`src/rtl/uart_tx.sv`:
```
// uart_tx: serialises one byte per valid/ready handshake onto uart_txd (start, 8 data LSB first, optional parity, stop).
// Latency: start bit appears the cycle after accept; frame is 10*baud_cnt_max cycles (11* with UART_TX_PARITY_EN).
// Backpressure: tx_ready is low from accept until the cycle after the final stop-bit cycle; tx_valid is ignored meanwhile.
// Optional feature macro: UART_TX_PARITY_EN (even parity bit after data bit 7).
module uart_tx #(
    parameter int clk_freq     = 50000000,
    parameter int uart_bps     = 115200,
    // Clock cycles per bit; must lie in 2..65535.
    parameter int baud_cnt_max = clk_freq / uart_bps
) (
    input  logic       clk,
    input  logic       reset,
    input  logic [7:0] tx_data,
    input  logic       tx_valid,
    output logic       tx_ready,
    output logic       uart_txd,
    output logic       tx_busy,
    output logic       tx_done
);

    typedef enum logic [2:0] {
        S_IDLE,
        S_START,
        S_DATA,
`ifdef UART_TX_PARITY_EN
        S_PARITY,
`endif
        S_STOP
    } state_t;

    // Last count of a bit period, and the count one earlier: tx_done is
    // registered there so that it is visible during the final stop cycle.
    localparam logic [15:0] last_cnt = 16'(baud_cnt_max - 1);
    localparam logic [15:0] done_cnt = 16'(baud_cnt_max - 2);

    state_t      state;
    logic [15:0] baud_cnt;
    logic [2:0]  bit_cnt;
    logic [7:0]  shift_reg;
    logic        bit_end;
`ifdef UART_TX_PARITY_EN
    logic        parity_bit;
`endif

    assign bit_end = (baud_cnt == last_cnt);

    // Per-bit cycle counter: free-running while a frame is active, parked at 0 in IDLE.
    always_ff @(posedge clk or negedge reset) begin
        if (!reset) begin
            baud_cnt <= 16'd0;
        end else if (state == S_IDLE || bit_end) begin
            baud_cnt <= 16'd0;
        end else begin
            baud_cnt <= baud_cnt + 16'd1;
        end
    end

    // Frame sequencer with registered line and handshake outputs.
    always_ff @(posedge clk or negedge reset) begin
        if (!reset) begin
            state      <= S_IDLE;
            bit_cnt    <= 3'd0;
            shift_reg  <= 8'd0;
            uart_txd   <= 1'b1;
            tx_ready   <= 1'b1;
            tx_busy    <= 1'b0;
            tx_done    <= 1'b0;
`ifdef UART_TX_PARITY_EN
            parity_bit <= 1'b0;
`endif
        end else begin
            tx_done <= 1'b0;
            case (state)
                S_IDLE: begin
                    bit_cnt <= 3'd0;
                    if (tx_valid && tx_ready) begin
                        // Everything the frame needs is captured here, so later
                        // tx_data changes cannot disturb the frame in flight.
                        shift_reg  <= tx_data;
`ifdef UART_TX_PARITY_EN
                        parity_bit <= ^tx_data;
`endif
                        state      <= S_START;
                        uart_txd   <= 1'b0;
                        tx_ready   <= 1'b0;
                        tx_busy    <= 1'b1;
                    end
                end

                S_START: begin
                    if (bit_end) begin
                        state    <= S_DATA;
                        bit_cnt  <= 3'd0;
                        uart_txd <= shift_reg[0];
                    end
                end

                S_DATA: begin
                    if (bit_end) begin
                        if (bit_cnt == 3'd7) begin
`ifdef UART_TX_PARITY_EN
                            state    <= S_PARITY;
                            uart_txd <= parity_bit;
`else
                            state    <= S_STOP;
                            uart_txd <= 1'b1;
`endif
                        end else begin
                            // Line shows the bit that the shift is about to bring into bit 0.
                            shift_reg <= {1'b0, shift_reg[7:1]};
                            uart_txd  <= shift_reg[1];
                            bit_cnt   <= bit_cnt + 3'd1;
                        end
                    end
                end

`ifdef UART_TX_PARITY_EN
                S_PARITY: begin
                    if (bit_end) begin
                        state    <= S_STOP;
                        uart_txd <= 1'b1;
                    end
                end
`endif

                S_STOP: begin
                    if (baud_cnt == done_cnt) begin
                        tx_done <= 1'b1;
                    end
                    if (bit_end) begin
                        // Stop bit is complete; ready reappears one cycle after tx_done,
                        // so a held tx_valid restarts without shortening the stop bit.
                        state    <= S_IDLE;
                        tx_ready <= 1'b1;
                        tx_busy  <= 1'b0;
                    end
                end

                default: begin
                    state    <= S_IDLE;
                    uart_txd <= 1'b1;
                    tx_ready <= 1'b1;
                    tx_busy  <= 1'b0;
                end
            endcase
        end
    end

endmodule

```
`config.mk`:
```
export PLATFORM = sky130hd
export DESIGN_NAME = uart_tx
export DESIGN_NICKNAME = d
export VERILOG_FILES = /design/src/rtl/uart_tx.sv
export SDC_FILE = /design/constraint.sdc
export NUM_CORES = 1
export LEC_CHECK = 0
export ABC_AREA = 1
export CAP_MARGIN = 25
export CORE_MARGIN = 4
export CORE_UTILIZATION = 30
export CTS_CLUSTER_DIAMETER = 30
export DETAILED_ROUTE_END_ITERATION = 8
export PLACE_DENSITY = 0.54
export RECOVER_POWER = 50
export SLEW_MARGIN = 20
export SYNTH_ARGS = -nofsm -noshare
export SYNTH_HDL_FRONTEND = slang
export SYNTH_SLANG_ARGS = --single-unit
```
`constraint.sdc`:
```
create_clock -name clk -period 3.1 [get_ports clk]
set_input_delay 0.775 -clock clk [delete_from_list [all_inputs] [get_ports clk]]
set_output_delay 0.775 -clock clk [all_outputs]
set_load 0.02 [all_outputs]
```
Word level (Yosys, flattened, before mapping)

Index checks and enable logic that the tools add are counted.

Equality and inequality tests: 12
Mux-type cells: 26
Add/subtract/negate cells: 2
Bitwise logic cells: 2
Reductions and logical operators: 11

Operator list:

| operator                | number |
|---|---|
| $eq A16 B9 Y1 const B   | 2 |
| $mux W8                 | 3 |
| $mux W3                 | 7 |
| $add A16 B1 Y16 const B | 1 |
| $mux W16                | 1 |
| $pmux W8 S2             | 1 |
| $pmux W3 S4             | 1 |
| $reduce_and A4 Y1       | 3 |
| $ne A2 B2 Y1 const B    | 5 |
| $mux W1                 | 9 |
| $pmux W3 S3             | 1 |
| $eq A3 B2 Y1 const B    | 2 |
| $pmux W1 S3             | 2 |
| $reduce_and A5 Y1       | 1 |
| $pmux W1 S4             | 1 |
| $add A3 B1 Y3 const B   | 1 |
| $eq A3 B1 Y1 const B    | 1 |
| $eq A3 B3 Y1 const B    | 1 |
| $logic_not A3 Y1        | 1 |
| $reduce_and A3 Y1       | 1 |
| $reduce_bool A3 Y1      | 1 |
| $ne A2 B1 Y1 const B    | 1 |
| $not A1 Y1              | 2 |
| $reduce_bool A2 Y1      | 1 |
| 3 further kinds         | 3 |

Flip-flop bits (word level): 34
Logic and storage cells: 61

Longest topological paths before layout

Depth in word-level cells: 4
Depth in mapped cells: 10
Depth with buffers taken out: 9

Worst setup path after synthesis

OpenSTA, ideal clock, no wires.

Kind: input to register
Start point: input tx_valid
End point: register shift_reg[0]
Setup slack: 1.588 ns
Arrival: 1.388 ns
Cell stages on the path: 5
Path buffers: 1
Cells stage by stage: a21oi_1 a21oi_4 nand2_4 buf_6 o21ai_2

Word-level cells in the longest chain between the ends: 3

Ends and longest elaborated chain:

| item                               | line | source |
|---|---|---|
| from (decl)                        | 14   | `input logic tx_valid,` |
| $logic_and A1 B1 Y1                | 76   | `if (tx_valid && tx_ready) begin` |
| $ne A2 B1 Y1 (no source line)      | --   |  |
| $reduce_and A4 Y1 (no source line) | --   |  |
| to (signal assigned)               | 79   | `shift_reg <= tx_data;` |
| to (signal assigned)               | 110  | `shift_reg <= {1'b0, shift_reg[7:1]};` |
| to (decl)                          | 39   | `logic [7:0] shift_reg;` |

No other way between the ends.
A chain may end at the register's enable or synchronous reset.

Final worst setup path

Start point: register tx_ready
End point: output tx_ready

RTL lines:

| item                   | line | source |
|---|---|---|
| from (decl)            | 15   | `output logic tx_ready,` |
| from (signal assigned) | 65   | `tx_ready <= 1'b1;` |
| from (signal assigned) | 85   | `tx_ready <= 1'b0;` |
| from (signal assigned) | 134  | `tx_ready <= 1'b1;` |

No word-level cell between the ends.

==> reports/results.ini <==
[run_status]
status=finished clean

[sta]
hold_viol_final=0
skew_ps=7.32
fin_ws_ps=902
rsz0062_at_grt=false
min_period_ps=2200
finalCritPeriodShare_pct=70.9
slew_viol_final=0
finalSetupTns_ps=0
slew_headroom_pct=62.4
finalSetupViolCount=0
worst_pin_slew_ps=563
max_freq_mhz=455

[floorplanning]
dieHeight_um=86.0
dieWidth_um=86.0
initial_core_util_pct=30.8
ios=15
core-area_um2=5920
row_count=28
dieArea_um2=7390

[global_route]
grt_max_degree=34
grt-ovfl-total=0
grt_pass1_wl_um=6110
grt_pass1_vias=1409
antenna_found_initial=0
grt.total_usage_pct=10.4

[routing]
num_vias=1384
wl_per_cell_um=10.9
m1WireLength_um=1660
highest_layer=met4
dr.pass1.iters=4
ant_nets=0
wl_met3_um=138
wirelength_um=3330
wl_met2_um=1490
route.detailed.drc=0
drt_iter0_markers=35
viasPerCell=4.52

[clock_tree]
cts.reportedPaths.clkPinSlew_ps=70
clk_latency_ps=290
cts-hold-fix-buffers=0
cts-buffers-inserted=5
htreeDepth=2
cts_buffer_depth=2
cts.sinks=33
cts_resized=0
cts_root_buf=clkbuf_8
cts_tree=yes
cts_setup_buffers=0

[placed_design]
io_buffers=14
place_inst=298
place_ws_ps=1070
dp_hpwl_um=2440
gp_congestion=0.772

[setup_path]
cp_cell_sequence=clkdlybuf4s50_1
worstPathRequired_ps=2320
reg2regPathDepth=8
crit_path_top_delay_cell=clkdlybuf4s50_1
cp_num_cells=1
crit_fanout=3
cp-start-kind=flip-flop
worstPathArrival_ps=1420
crit_buf_inv=1
max_stage_delay_ps=600
cp-end-kind=primary output
critPathKind=reg2out
critical_path.top_delay_family=buffers and inverters

[cells_and_area]
drive_above_1_share_pct=14.3
syn2layout_area_growth_pct=18.1
largest_reg_flops=16
multi_input_area_um2=887
antenna_cells=0
seq_area_um2=828
layout_commonest_cell=nand2_1
num-nets-final=251
instances_no_fill=306
fillCellCount=608
final_cell_mix=42 x nand2_1, 31 x dfrtp_1, 28 x nor2_1
final_util_pct=36.3

[synthesis]
synth-seq-area-share_pct=45.4
synth_top_area_share_pct=42.6
avgSynthCellArea_um2=8.68
postSynthCellCount=210
synth_cell_type_count=29
syn_nets=231
yosys_warnings=0
ys_ff_latch=33
synth_top_cell_by_area=dfrtp_1
synth_area_um2=1820
synth_area_leaders=dfrtp_1 43%, nand2_1 8.6%, ha_1 6.9%, nor2_1 5.8%, inv_1 4.5%

[power]
cellPowerDensity_nw_per_um2=380
vdd_drop_max_uv=206
p_leak_nw=0.955

[flow_run]
cap_violations=0

[worst_hold_path]
hold_path.class=reg2reg
min_path_cells=2

==> path summary, 6_finish.rpt <==
kind	start	endpoint	slack [ps]
setup / recovery	tx_ready	tx_ready	900
hold / removal	uart_txd	uart_txd	470
max in group asynchronous	reset	uart_txd	1800
setup reg to reg	state[0]	state[1]	1250
hold reg to reg	uart_txd	uart_txd	470
min in group asynchronous	reset	baud_cnt[9]	960
==> per-layer routing <==
| metal | vias up | global-route usage, % |
|---|---|---|
| met1 | 638 | 13.5 |
| met2 | 20 | 16.5 |
| met3 | 7 | 3.07 |
| li1 | 719 | - |
| met4 | 0 | 3.45 |
| met5 | - | 0 |
==> Yosys cell counts (all sizes together) <==
master,n
nor3b,4
nor2,32
xnor2,1
buf,3
mux2i,6
nor4,1
nand3,7
o21ai,15
o21a,2
a211oi,1
xor2,2
dfstp,2
a21boi,1
dfrtp,31
nor3,6
inv,23
nand4,5
ha,10
nand2,47
or2,2
a21oi,9
==> cell families (layout without fill, tap and decap cells) <==
family,Yosys count,after routing,synth area share (%)
DFF,33,33,45.4
muxes,6,6,3.29
buffers and inverters,26,47,5.90
adders and majority gates,10,10,6.86
and+or+nand+nor,104,104,26.6
xor gates and xnor gates,3,3,1.44
AOI/OAI and AO/OA,28,28,10.5
==> through the flow <==
step	cell area [um^2]	hold slack [ps]	power, mW
after floorplan	1820	455	0.443
after global placement	2050	456	0.465
after detailed placement	2050	466	0.465
after CTS	2150	477	0.836
after global routing	2150	499	0.857
final	2150	471	0.818
==> area by class of cell <==
class                   count  area share, %
inverters                  23           4.01
clock buffers               7           4.48
flip-flops and latches     33           38.5
multi-input cells         151           41.2
well taps                  75           4.36
clock inverters             1          0.233
repair buffers             16           7.21
==> worst reg2reg max path, stage by stage (launching register included) <==
cell	delay, ps
dfrtp_1	430
inv_1	100
ha_1	350
buf_4	260
inv_1	90
or2_2	310
nand4_1	130
nand2_1	70
nand2_1	60
==> where the power goes <==
part	total (mW)	leakage [nW]	switching, mW	internal (mW)
clock	0.363	0.0542	0.162	0.201
combinational	0.0250	0.447	0.0122	0.0128
sequential	0.431	0.454	0	0.431
total	0.818	0.955	0.174	0.644
Power figures use the tool's default switching activity.
